===== src/rtl/uriscv_irq_ctrl.sv =====
// uriscv_irq_ctrl: fixed-priority external interrupt controller with claim/complete.
// Ports: clk, rst_n, irq_src_i, req_i/we_i/addr_i/wdata_i -> rdata_o/ack_o, intr_o.
// Build option: URISCV_IRQ_SYNC_EN adds a 2-flop synchronizer on every source.
module uriscv_irq_ctrl #(
  parameter int NUM_SRC = 8
) (
  input  logic               clk,
  input  logic               rst_n,
  input  logic [NUM_SRC-1:0] irq_src_i,
  input  logic               req_i,
  input  logic               we_i,
  input  logic [4:0]         addr_i,
  input  logic [31:0]        wdata_i,
  output logic [31:0]        rdata_o,
  output logic               ack_o,
  output logic               intr_o
);

  localparam int PAD = 32 - NUM_SRC;

  localparam logic [2:0] R_PEND  = 3'd0;
  localparam logic [2:0] R_EN    = 3'd1;
  localparam logic [2:0] R_EDGE  = 3'd2;
  localparam logic [2:0] R_CLAIM = 3'd3;
  localparam logic [2:0] R_ACT   = 3'd4;

  logic [NUM_SRC-1:0] src_s;
  logic [NUM_SRC-1:0] src_d;
  logic [NUM_SRC-1:0] pend_q;
  logic [NUM_SRC-1:0] en_q;
  logic [NUM_SRC-1:0] edge_q;
  logic [NUM_SRC-1:0] act_q;

  logic [NUM_SRC-1:0] elig;
  logic [NUM_SRC-1:0] win_oh;
  logic [NUM_SRC-1:0] cpl_oh;
  logic [NUM_SRC-1:0] rise;
  logic [NUM_SRC-1:0] claim_clr;
  logic [NUM_SRC-1:0] act_nxt;
  logic [NUM_SRC-1:0] pend_nxt;
  logic [4:0]         win_id;
  logic [2:0]         sel;
  logic               rd_en;
  logic               claim;
  logic               cpl;
  logic [31:0]        rd_mux;
  logic               unused_ok;

`ifdef URISCV_IRQ_SYNC_EN
  logic [NUM_SRC-1:0] sync_q1;
  logic [NUM_SRC-1:0] sync_q2;

  always_ff @(posedge clk or negedge rst_n) begin
    if (!rst_n) begin
      sync_q1 <= '0;
      sync_q2 <= '0;
    end else begin
      sync_q1 <= irq_src_i;
      sync_q2 <= sync_q1;
    end
  end

  assign src_s = sync_q2;
`else
  assign src_s = irq_src_i;
`endif

  assign unused_ok = ^{addr_i[1:0], wdata_i};

  assign sel   = addr_i[4:2];
  assign rd_en = req_i & ~we_i;
  assign claim = rd_en & (sel == R_CLAIM);
  assign cpl   = req_i & we_i & (sel == R_CLAIM);

  assign elig = pend_q & en_q & ~act_q;
  assign rise = src_s & ~src_d;

  // lowest index wins: scan downwards so the last hit is the lowest
  always_comb begin
    win_oh = '0;
    win_id = '0;
    for (int i = NUM_SRC - 1; i >= 0; i--) begin
      if (elig[i]) begin
        win_oh    = '0;
        win_oh[i] = 1'b1;
        win_id    = 5'(i + 1);
      end
    end
  end

  // out-of-range or zero IDs match no bit and fall out naturally
  always_comb begin
    cpl_oh = '0;
    for (int i = 0; i < NUM_SRC; i++) begin
      cpl_oh[i] = cpl & (wdata_i[4:0] == 5'(i + 1));
    end
  end

  assign claim_clr = claim ? (win_oh & edge_q) : '0;
  assign act_nxt   = (act_q | (claim ? win_oh : '0)) & ~cpl_oh;

  // edge: sticky until claimed, a new edge beats the claim clear
  // level: follows the source, masked by in-service
  assign pend_nxt = (edge_q & ((pend_q & ~claim_clr) | rise))
                  | (~edge_q & src_s & ~act_nxt);

  always_comb begin
    rd_mux = '0;
    unique case (sel)
      R_PEND:  rd_mux = {{PAD{1'b0}}, pend_q};
      R_EN:    rd_mux = {{PAD{1'b0}}, en_q};
      R_EDGE:  rd_mux = {{PAD{1'b0}}, edge_q};
      R_CLAIM: rd_mux = {27'd0, win_id};
      R_ACT:   rd_mux = {{PAD{1'b0}}, act_q};
      default: rd_mux = '0;
    endcase
  end

  always_ff @(posedge clk or negedge rst_n) begin
    if (!rst_n) begin
      src_d   <= '0;
      pend_q  <= '0;
      en_q    <= '0;
      edge_q  <= '0;
      act_q   <= '0;
      ack_o   <= 1'b0;
      rdata_o <= '0;
      intr_o  <= 1'b0;
    end else begin
      src_d   <= src_s;
      pend_q  <= pend_nxt;
      act_q   <= act_nxt;
      ack_o   <= req_i;
      rdata_o <= rd_en ? rd_mux : '0;
      intr_o  <= |elig;
      if (req_i && we_i && sel == R_EN) begin
        en_q <= wdata_i[NUM_SRC-1:0];
      end
      if (req_i && we_i && sel == R_EDGE) begin
        edge_q <= wdata_i[NUM_SRC-1:0];
      end
    end
  end

endmodule


===== config.mk =====
export PLATFORM = sky130hd
export DESIGN_NAME = uriscv_irq_ctrl
export DESIGN_NICKNAME = d
export VERILOG_FILES = /design/src/rtl/uriscv_irq_ctrl.sv
export SDC_FILE = /design/constraint.sdc
export NUM_CORES = 1
export LEC_CHECK = 0
export BUFFER_PORTS_ARGS = -buffer_cell sky130_fd_sc_hd__buf_2
export CORE_ASPECT_RATIO = 1.5
export CORE_MARGIN = 10
export CORE_UTILIZATION = 36
export CTS_BUF_LIST = sky130_fd_sc_hd__clkbuf_2 sky130_fd_sc_hd__clkbuf_4 sky130_fd_sc_hd__clkbuf_8
export CTS_CLUSTER_SIZE = 40
export DETAILED_ROUTE_END_ITERATION = 16
export PLACE_DENSITY = 0.57
export SYNTH_ARGS = -nofsm -noshare
export SYNTH_HDL_FRONTEND = slang
export SYNTH_SLANG_ARGS = --single-unit
export TNS_END_PERCENT = 1

===== constraint.sdc =====
create_clock -name clk -period 4.3 [get_ports clk]
set_clock_uncertainty 0.05 [all_clocks]
set_input_delay 0.215 -clock clk [delete_from_list [all_inputs] [get_ports clk]]
set_output_delay 0.215 -clock clk [all_outputs]
set_load 0.02 [all_outputs]

**Word-level counts from Yosys, hierarchy flattened**

Index checks and enable logic that the tools add are counted.

- Word-level logic and storage cells: 76
- Flip-flop bits (word level): 74
- Bits of input ports: 49
- Output and inout bits: 34

- Equality and inequality tests: 12
- Multiplexer cells: 20
- Reduce and logical (&&, ||, !) cells: 5
- Bitwise logic cells: 31

Operators with widths:

| kind | count |
|---|---|
| $mux W8 | 10 |
| $and A8 B8 Y8 | 9 |
| $not A8 Y8 | 6 |
| $pmux W8 S5 | 1 |
| $mux W5 | 7 |
| $mux W32 | 1 |
| $or A8 B8 Y8 | 3 |
| $eq A5 B3 Y1 const B | 4 |
| $and A1 B1 Y1 | 12 |
| $eq A5 B2 Y1 const B | 2 |
| $reduce_or A8 Y1 | 1 |
| $eq A3 B2 Y1 const B | 2 |
| $eq A5 B1 Y1 const B | 1 |
| $eq A5 B4 Y1 const B | 1 |
| $mux W4 | 1 |
| $eq A3 B1 Y1 const B | 1 |
| $eq A3 B3 Y1 const B | 1 |
| $logic_and A1 B1 Y1 | 3 |
| $logic_not A3 Y1 | 1 |
| $not A1 Y1 | 1 |

**Logic depth before layout (Yosys ltp)**

Gate-level depths: netlist of run 1.

- Depth after elaboration: 17
- Depth in mapped cells: 7
- Gate-level depth less buffers: 5

**Worst setup path before layout of run 1**

No wires, ideal clock.

- Kind: register to register
- From: register pend_q[0]
- To: register pend_q[6]
- Buffers on the path: 0
- Path slack: 2.165 ns
- Data arrival time: 1.959 ns
- Cell stages (with the launch flop): 6
- Data required time: 4.124 ns
- Library setup time: 0.126 ns
- Clock period less this slack: 2.135 ns
- Cell sequence: dfrtp_1 -> and3b_1 -> or4_4 -> or4_4 -> and3_4 -> a221o_1

- Word-level cells in the longest chain between the ends: 10
- Elaborated cells on any way between the ends: 15
- Classes of those cells: 3 x mux; 12 x bitwise

RTL lines:

| what | RTL line | text |
|---|---|---|
| start: declaration | 29 | `logic [NUM_SRC-1:0] pend_q;` |
| start signal: assignment | 131 | `pend_q <= pend_nxt;` |
| $and A8 B8 Y8 (*) (2 in a row) | 75 | `assign elig = pend_q & en_q & ~act_q;` |
| $mux W8 (*) | 83 | `if (elig[i]) begin` |
| $and A8 B8 Y8 | 99 | `assign claim_clr = claim ? (win_oh & edge_q) : '0;` |
| $mux W8 | 99 |  |
| $not A8 Y8 | 104 | `assign pend_nxt = (edge_q & ((pend_q & ~claim_clr) \| rise))` |
| $and A8 B8 Y8 | 104 |  |
| $or A8 B8 Y8 | 104 |  |
| $and A8 B8 Y8 | 104 |  |
| $or A8 B8 Y8 (*) | 105 | `\| (~edge_q & src_s & ~act_nxt);` |
| via pend_nxt[6] | 40 | `logic [NUM_SRC-1:0] pend_nxt;` |

The timed path passes the listed nets; every way through them passes the cells marked *.
A chain may end at the register's enable or synchronous reset.

**Worst setup path after layout of run 1**

- From: register pend_q[0]
- To: register pend_q[4]

Same word-level chain as after synthesis.

==> flow_results.org, run 1 <==
** Run status
- The flow ran to the end, and the final reports show no timing, DRC or antenna violations.

** Clock tree
- TritonCTS buffer count :: 5
- No sink is reached through more buffers than the 2 on the longest clock path.
- Post CTS Setup Buffer Count :: 0
- Post-CTS clock slew at the launch and capture registers of the worst setup and hold paths :: around 0.090 ns
- Number of clock sinks :: 50
- The H-tree generated during clock tree synthesis spans 2 levels.
- Cell chosen for the clock root :: sky130_fd_sc_hd__clkbuf_8
- For the worst-skew pair, the clock arrives at the later sink with an insertion delay of a little over 0.3 ns.
- TritonCTS built the clock tree.

** Cells and area
- Final layout net count :: 346
- Leaving out fill and tap cells, the most frequent cells in the layout are sky130_fd_sc_hd__dfrtp_1 (50), sky130_fd_sc_hd__buf_2 (32), sky130_fd_sc_hd__conb_1 (24).
- Layout cell share with drive strength beyond 1 :: approximately 22%
- The repair_antennas step left the layout with diodes totalling 0.
- The finished cells cover 0.00294 mm^2.
- Area Growth Syn to Fin :: 13.3%
- The library cell used most frequently in the layout, excluding fill and tap cells, is sky130_fd_sc_hd__dfrtp_1.

** Logic synthesis
- Summed instance area of the synthesized netlist :: 0.00259 mm^2
- Share of the synthesized netlist area taken by xor and xnor gates :: 0%
- Share of the synthesized area in compound gates (AO/OA/AOI/OAI) :: between 10% and 20%
- The share of the Yosys chip area taken by registers is roughly half.
- sky130_fd_sc_hd__dfrtp_1 takes more of the synthesized area than any other cell.
- After synthesis, the cell types taking the most area are sky130_fd_sc_hd__dfrtp_1 (48%), sky130_fd_sc_hd__mux2_2 (7.8%), sky130_fd_sc_hd__buf_4 (6.9%).
- Synthesized instance count :: 253
- The synthesized design devotes to its leading area cell type roughly 48% of total area.
- Summing the areas of all and, or, nand and nor instances in the mapped netlist gives between 10% and 20% of the synthesized area.
- Count of unique library cells instantiated by Yosys :: 48
- Number of flip-flops and latches in the synthesized netlist :: 50
- Fraction of synthesized area in multiplexers :: about a tenth
- After synthesis, the largest family of logic cells by area is simple AND/OR/NAND/NOR gates.
- Dominant register cell in the synthesized netlist :: sky130_fd_sc_hd__dfrtp_1
- Number of warnings issued by yosys :: 0
- Post-synth EDFFs :: 0
- For this run, asynchronously set or reset flops after synthesis account for 100%.
- Of the total synthesized cell area, the portion taken by full adders, half adders and majority gates is 0%.
- A synthesized cell averages around 10 um^2.

** GRT
- Pin count of the biggest net entering global routing :: 51
- Total global routing track utilization :: between 10% and 20%
- First-pass GRT wire length :: about 10,000 um
- The number of global-route vias before repair came to 1,933.
- The total overflow left after global routing is 0.
- The number of antenna violations at the first check in global routing was 0.

** Timing
- Setup repair after global routing left no endpoint under its margin.
- Relative max-transition margin :: about 48%
- The number of hold-slack violations in the final timing report was 0.
- Static timing analysis puts the maximum clock frequency at 0.429 GHz.
- After layout, the minimum clock period comes to 2.33 ns.
- In the finished design, the share of the clock period the worst path needs comes to ~54%.
- Pin slew with the least headroom to its limit :: 0.777 ns
- Post-route setup TNS :: 0 ns
- Setup violations remaining at the end of the flow were counted as 0.
- Slew Viols, Final :: 0

** Place
- Routability-driven placement finished with a final weighted congestion of between 0.8 and 0.9.
- After detailed placement, the total cell area comes to 0.00275 mm^2.
- Total of buffers placed on input and output ports :: 32
- Half-perimeter wire length of the detailed placement result :: roughly 4700 um

** Floorplanning
- Number of ports placed on the die boundary :: between 80 and 90
- The die covers 0.0111 mm^2.
- Number of core rows :: 37
- Width of the die :: approximately 90 um
- The region available for standard cell placement spans about 0.0069 mm^2.
- Initial standard-cell utilization of the core :: 37.4%
- Measured along the y axis, the die boundary spans 124 um.

** Drt
- Detailed routing placed a total of 413 um of wire on met3.
- Detailed-route via count :: around 2,000
- The count of nets left with antenna violations once routing finished came out at 0.
- First DRT Iteration DRCs :: about 200
- After detailed routing, the number of remaining DRC violations is 0.
- Met2 Routed Length :: 3090 um
- Wires add up to ~6300 um.
- Before antenna repair, the detailed router went through 4 iterations.
- Routed metal-1 wire length :: 2640 um
- Detailed-route wire length per cell :: 16.7 um
- Routed via count divided by cell count :: 5.22
- Uppermost routed layer :: met4

** Run
- Number of violations of the max-capacitance limit :: 0

** Pwr
- Leakage component of the power :: 1.35 nW
- Total power per unit cell area :: roughly 410 mW/mm^2
- IR Drop Worst-Case VDD :: between 0.1 and 0.15 mV

** Setup path
- Capturing element type of the critical path :: register
- Class of the most critical setup path :: reg -> reg
- STA puts the critical path data arrival time at approximately 2.5 ns.
- Peak fanout along the critical path :: 4
- STA classifies the critical path startpoint as a register.
- At the worst endpoint, the required time is around 4.4 ns.

** Worst hold path
- The min-delay analysis places its worst path in the category in -> reg.
-- stage by stage --
step | total power [mW] | utilization, % | hold WS [ns] | instances | setup WS (ns)
after floorplan | 0.840 | - | -0.131 | 276 | 2.16
after global placement | 0.908 | 39.6 | 0.289 | 359 | 1.99
after detailed placement | 0.916 | 39.6 | 0.289 | 359 | 1.93
after CTS | 1.21 | 42.3 | 0.0105 | 376 | 1.97
after global routing | 1.27 | 42.3 | 0.0185 | 376 | 1.90
final | 1.20 | 42.3 | 0.0225 | 376 | 1.97
-- logic make-up (layout without fill, tap and decap cells) --
logic type | after synthesis | after routing
buffers and inverters | 40 | 62
other | 1 | 24
DFF | 50 | 50
AOI/OAI and AO/OA | 52 | 52
and+or+nand+nor | 86 | 86
muxes | 24 | 24
-- final cells by class --
type                    count  area [um^2]
clock buffers               7         90.1
clock inverters             1         5.00
fillers                   690         4010
inverters                  11         41.3
multi-input cells         186         1190
flip-flops and latches     50         1250
well taps                  78         97.6
repair buffers             43          265
-- sequential cells by signal (all words and copies together), names as in the netlist --
register  cells
act_q         8
rdata_o       8
src_d         8
edge_q        8
ack_o         1
intr_o        1
pend_q        8
en_q          8
-- cell usage after synthesis (2+ instances only) --
cell type / n
sky130_fd_sc_hd__buf_4: 24
sky130_fd_sc_hd__dfrtp_1: 50
sky130_fd_sc_hd__o22ai_1: 4
sky130_fd_sc_hd__and3b_1: 4
sky130_fd_sc_hd__nor2_1: 18
sky130_fd_sc_hd__mux2_2: 18
sky130_fd_sc_hd__o311ai_0: 2
sky130_fd_sc_hd__a22oi_1: 5
sky130_fd_sc_hd__mux2i_1: 6
sky130_fd_sc_hd__nor3_1: 4
sky130_fd_sc_hd__nand2b_1: 7
sky130_fd_sc_hd__clkbuf_1: 3
sky130_fd_sc_hd__o31ai_1: 2
sky130_fd_sc_hd__nand3_1: 3
sky130_fd_sc_hd__nor3b_1: 2
sky130_fd_sc_hd__nand4_1: 2
sky130_fd_sc_hd__a32oi_1: 2
sky130_fd_sc_hd__a31oi_1: 5
sky130_fd_sc_hd__o21ai_0: 12
sky130_fd_sc_hd__o2bb2ai_1: 3
sky130_fd_sc_hd__a21oi_1: 8
sky130_fd_sc_hd__nor4_1: 3
sky130_fd_sc_hd__nor2b_1: 5
sky130_fd_sc_hd__nand2_1: 20
sky130_fd_sc_hd__inv_1: 10
sky130_fd_sc_hd__nand3b_1: 8
sky130_fd_sc_hd__or4_4: 2
-- worst max-delay path, stage by stage, from the launching register on --
cell and delay, ns:
sky130_fd_sc_hd__dfrtp_1 0.42, sky130_fd_sc_hd__and3b_1 0.24, sky130_fd_sc_hd__or4_4 0.55, sky130_fd_sc_hd__nor4b_1 0.66
sky130_fd_sc_hd__o31ai_1 0.14, sky130_fd_sc_hd__o2bb2ai_1 0.15
-- power breakdown --
part / switching [mW] / internal, mW / total, mW
sequential: 0.0714 / 0.552 / 0.623
combinational: 0.159 / 0.131 / 0.290
clock: 0.154 / 0.136 / 0.290
total: 0.384 / 0.819 / 1.20
-- final timing paths --
check	start	end	slack (ns)	cells after the start
min in group asynchronous	rst_n	src_d[4]	0.50	3
worst min register to register	edge_q[0]	pend_q[0]	0.48	1
worst max-delay path	pend_q[0]	pend_q[4]	1.97	5
max in group asynchronous	rst_n	src_d[6]	3.28	3
worst max register to register	pend_q[0]	pend_q[4]	1.97	5
worst min-delay path	req_i	ack_o	0.02	1
-- layer usage --
metal	global-route usage, %	up-vias
met3	2.88	10
met5	0	-
met2	19.3	65
met4	5.89	0
met1	14.2	931
li1	-	955
-- repair_timing --
item,CTS,global route
resized for setup,0,0
hold buffers,9,0
hold endpoints to repair,58,0
Note: power is estimated with default switching activity, not from simulation.
==> run 2: changes to the inputs <==
--- a/config.mk
+++ b/config.mk
@@ -5,6 +5,7 @@
 export SDC_FILE = /design/constraint.sdc
 export NUM_CORES = 1
 export LEC_CHECK = 0
+export ABC_AREA = 1
 export BUFFER_PORTS_ARGS = -buffer_cell sky130_fd_sc_hd__buf_2
 export CORE_ASPECT_RATIO = 1.5
 export CORE_MARGIN = 10
==> constraint.sdc (replaced) <==
create_clock -name clk -period 2.4 [get_ports clk]
set_clock_uncertainty 0.05 [all_clocks]
set_input_delay 0.12 -clock clk [delete_from_list [all_inputs] [get_ports clk]]
set_output_delay 0.12 -clock clk [all_outputs]
set_load 0.02 [all_outputs]
==> flow_results.org, run 2 <==
** Run status
- The flow ran to the end, and the final reports show no timing, DRC or antenna violations.

** Clock tree
- The number of sinks handled by clock tree synthesis is 50 (unchanged).
- Cell chosen for the clock root :: sky130_fd_sc_hd__clkbuf_8
- H-tree depth reported by CTS :: 2 (unchanged)
- Buffer depth of the longest clock path :: 2 (unchanged)
- The buffer count from post-CTS setup fixing was 0 (unchanged).
- Post-CTS sizing :: 0 (unchanged)
- Worst-skew pair later-pin latency :: 0.31 ns (about the same)
- Clock tree from TritonCTS :: yes
- Post-CTS clock slew at the launch and capture registers of the worst setup and hold paths :: 0.09 ns (about the same)
- TritonCTS buffer count :: 5 (unchanged)

** Setup path
- Element type at the critical path start :: input port
- On the critical path, the stage with the largest delay is an instance of sky130_fd_sc_hd__dlygate4sd3_1.
- Traced cell by cell, the critical path runs through dlygate4sd3_1 -> buf_2 -> nand2_1 -> nor2_2 -> nand2_1 -> nor2_1 -> nand2_1 -> nand2_1 -> nand2_1 -> nand2_1 -> nand2_1.
- Worst path required time :: 2.56 ns (-1.87 ns)
- The stage delay of the slowest cell on the critical path is 0.52 ns (-0.14 ns).
- Class of the most critical setup path :: in -> reg
- Cell type with the highest occurrence count on the critical path :: sky130_fd_sc_hd__nand2_1
- STA classifies the critical path endpoint as a register.
- Peak fanout along the critical path :: 10 (+6)
- The arrival time of data at the critical path endpoint was 1.77 ns (-0.69 ns).
- In this run the critical register-to-register path is launched from en_q[0].
- Dominant delay contributor by cell family on the critical path :: simple AND/OR/NAND/NOR gates
- Worst setup slack for register-to-register paths :: 0.81 ns (-1.16 ns)
- The worst reg-to-reg path cell count was 8 (+3).
- Number of buffers and inverters on the critical path :: 2 (+2)
- Endpoint of the worst-slack reg-to-reg timing path :: pend_q[5]

** Place
- The placed wire-length estimate after detailed placement came to 4930 um (+5.1%).
- Final GP Congestion :: 0.880 (+2.9%)
- The port buffer count was 32 (unchanged).

** Worst hold path
- Worst min path class :: in -> reg
- The worst hold path terminates at edge_q[5].
- Hold path depth :: 3 (+2)
- Hold Startpoint :: wdata_i[5]

** Logic synthesis
- The sequential fraction of the synthesis area came to 47.2% (-1.0 points).
- The fraction of registers with async set/reset is 100% (unchanged).
- Largest area contributor in the synthesized netlist :: sky130_fd_sc_hd__dfrtp_1
- The count of flip-flops with a built-in enable after synthesis was 0 (unchanged).
- Synthesized area per cell :: 7.89 um^2 (-23%)
- The area share of the largest cell type after synthesis was 47.2% (-1.0 points).
- The netlist area before placement was 0.00265 mm^2 (+2.2%).
- By area the synthesized netlist is led by sky130_fd_sc_hd__dfrtp_1 (47%), sky130_fd_sc_hd__nand2_1 (14%), sky130_fd_sc_hd__inv_1 (6.9%).
- Leading cell types by count after synthesis :: sky130_fd_sc_hd__nand2_1 (100), sky130_fd_sc_hd__dfrtp_1 (50), sky130_fd_sc_hd__inv_1 (49), sky130_fd_sc_hd__buf_4 (24), sky130_fd_sc_hd__nor2_1 (23)
- The number of storage elements in the synthesis netlist came to 50 (unchanged).
- In the synthesized netlist the dominant register cell turns out to be sky130_fd_sc_hd__dfrtp_1.
- The instance count of the mapped netlist came to 336 (+33%).
- The count of unique library cells instantiated by Yosys is 27 (-44%).
- Most frequent cell after synthesis :: sky130_fd_sc_hd__nand2_1
- The number of warning messages in the yosys log was 0 (unchanged).

** GRT
- The number of global-route vias before repair came to 2,287 (+18%).
- The first-pass GRT wire length is 11,000 um (+9.1%).
- The maximum number of pins on one net before global-route repair was 27 (-47%).
- Total global routing overflow :: 0 (unchanged)
- Number of antenna violations at the first check in global routing :: 0 (unchanged)
- Total global routing track utilization :: 11.7% (-0.15 points)

** Timing
- Top achievable clock speed :: 0.621 GHz
- The number of pins with negative max-slew slack in the final report was 0 (unchanged).
- Setup repair after global routing left no endpoint under its margin.
- Share of the clock period used by the worst path after layout :: about 67%
- The sum of negative setup slack is 0 ns (unchanged).
- The number of setup violations in the final report was 0 (unchanged).
- Pin slew with the least headroom to its limit :: 0.571 ns (-0.206 ns)
- Hold WS :: 0.0124 ns (-0.0101 ns)
- The headroom to the max-slew limit was 61.9% (+14 points).
- Hold Violations, Final :: 0 (unchanged)
- Min cycle time layout :: approximately 1.6 ns

** Run
- Number of violations of the max-capacitance limit :: 0 (unchanged)

** Pwr
- Total power per unit cell area :: 632 mW/mm^2 (+54%)
- Total power of the final layout :: 1.92 mW (+60%)
- Leakage component of the power :: 1.64 nW (+21%)
- The worst voltage drop across the vdd grid came to 0.278 mV (+110%).

** Cells and area
- The count of inserted antenna diode cells came to 0 (unchanged).
- Final layout net count :: 432 (+25%)
- Commonest non-fill, non-tap cell in the layout :: sky130_fd_sc_hd__nand2_1
- Highest-count cells in the layout ignoring fill and taps :: sky130_fd_sc_hd__nand2_1 (100), sky130_fd_sc_hd__dfrtp_1 (50), sky130_fd_sc_hd__inv_1 (49)
- Layout cell share with drive strength beyond 1 :: 16.7% (-5.5 points)
- Compared with the post-synthesis result, the final layout area differs by 14.5%.

** Drt
- The average vias per placed instance is 4.44 (-15%).
- The count of unresolved DRC violations after routing was 0 (unchanged).
- Routed Wire Length :: 6330 um (+0.54%)
- First DRT Iteration DRCs :: 143 (-27%)
- The first-pass iteration count of the detailed router is 4 (unchanged).
- Detailed-route wire length per cell :: 13.1 um (-22%)
- The number of nets still failing antenna checks after routing is 0 (unchanged).
- The vias after detailed routing was 2,151 (+9.7%).

** Floorplanning
- The count of pins on the block boundary is 83 (unchanged).
- DIE AREA :: 0.0113 mm^2 (+1.8%)
- The chip height came to 125 um (+0.90%).
- Core Region :: 0.00723 mm^2 (+4.1%)
- Number of core rows :: 38 (+2.7%)
- The initial core utilization was 36.7% (-0.68 points).
- The die outline width came to 90.1 um (+0.84%).
## run 2: cell count changes after synthesis, sizes merged, moves of 6 or more
cell    previous run  this run
nand2             20       103
inv               10        52
nor2              18        26
mux2              18         0
mux2i              6         0
nand2b             8         0
nand3              3        19
nand3b             8         0
o21ai             12        33
## run 2: cells by family after synthesis
family,synth area share (%)
other,0.142
AND/OR/NAND/NOR,27.3
buffers and inverters,15.0
AO/OA/AOI/OAI,10.3
flip-flops,47.2
## run 2: worst max path at each step
stage | cells past startpoint | slack, ns | to | startpoint
after detailed placement | 8 | 0.82 | rdata_o[3] | addr_i[2]
after CTS | 11 | 0.78 | pend_q[6] | req_i
final | 11 | 0.79 | pend_q[5] | req_i
after global routing | 11 | 0.61 | pend_q[6] | req_i
after global placement | 8 | 0.83 | rdata_o[3] | addr_i[2]
after floorplan | 8 | 1.10 | pend_q[6] | en_q[0]
## run 2: where the power goes
| part | switching [mW] | total, mW | internal [mW] |
|---|---|---|---|
| combinational | 0.215 | 0.328 | 0.112 |
| sequential | 0.0743 | 1.01 | 0.940 |
| clock | 0.271 | 0.578 | 0.307 |
## run 2: what timing repair did
| item | in CTS | in global routing |
|---|---|---|
| endpoints found under the setup margin | 0 | 0 |
| hold buffers | 10 | 0 |
| hold endpoints to repair | 33 | 0 |
## run 2: worst min-delay path: stages
cell and delay, ns:
sky130_fd_sc_hd__buf_2 0.09, sky130_fd_sc_hd__inv_1 0.07, sky130_fd_sc_hd__o21ai_2 0.06
## run 2: layout make-up
class	instances	area (um^2)
fill	764	4190
tap	100	125
timing repair buffer	43	268
clock buffer	5	68.8
clock inverter	3	40.0
sequential	50	1250
inverter	52	195
multi-input combinational	231	1090
## run 2: per-stage QoR
| step | instance area, um^2 | worst slack (ns) | util, % | std cells |
|---|---|---|---|---|
| after CTS | 3040 | 0.783 | 42.0 | 484 |
| final | 3040 | 0.789 | 42.0 | 484 |
| after global routing | 3040 | 0.610 | 42.0 | 484 |
| after floorplan | 2740 | 1.10 | - | 359 |
| after global placement | 2830 | 0.826 | 39.1 | 466 |
| after detailed placement | 2830 | 0.820 | 39.1 | 466 |
## run 2: per-layer routing
layer | routed length, um | vias to the layer above | GRT usage (%)
met5 | 0 | - | 0
met4 | 133 | 0 | 4.98
met3 | 432 | 8 | 3.59
met2 | 3070 | 59 | 20.1
met1 | 2690 | 984 | 13.1
li1 | - | 1100 | -
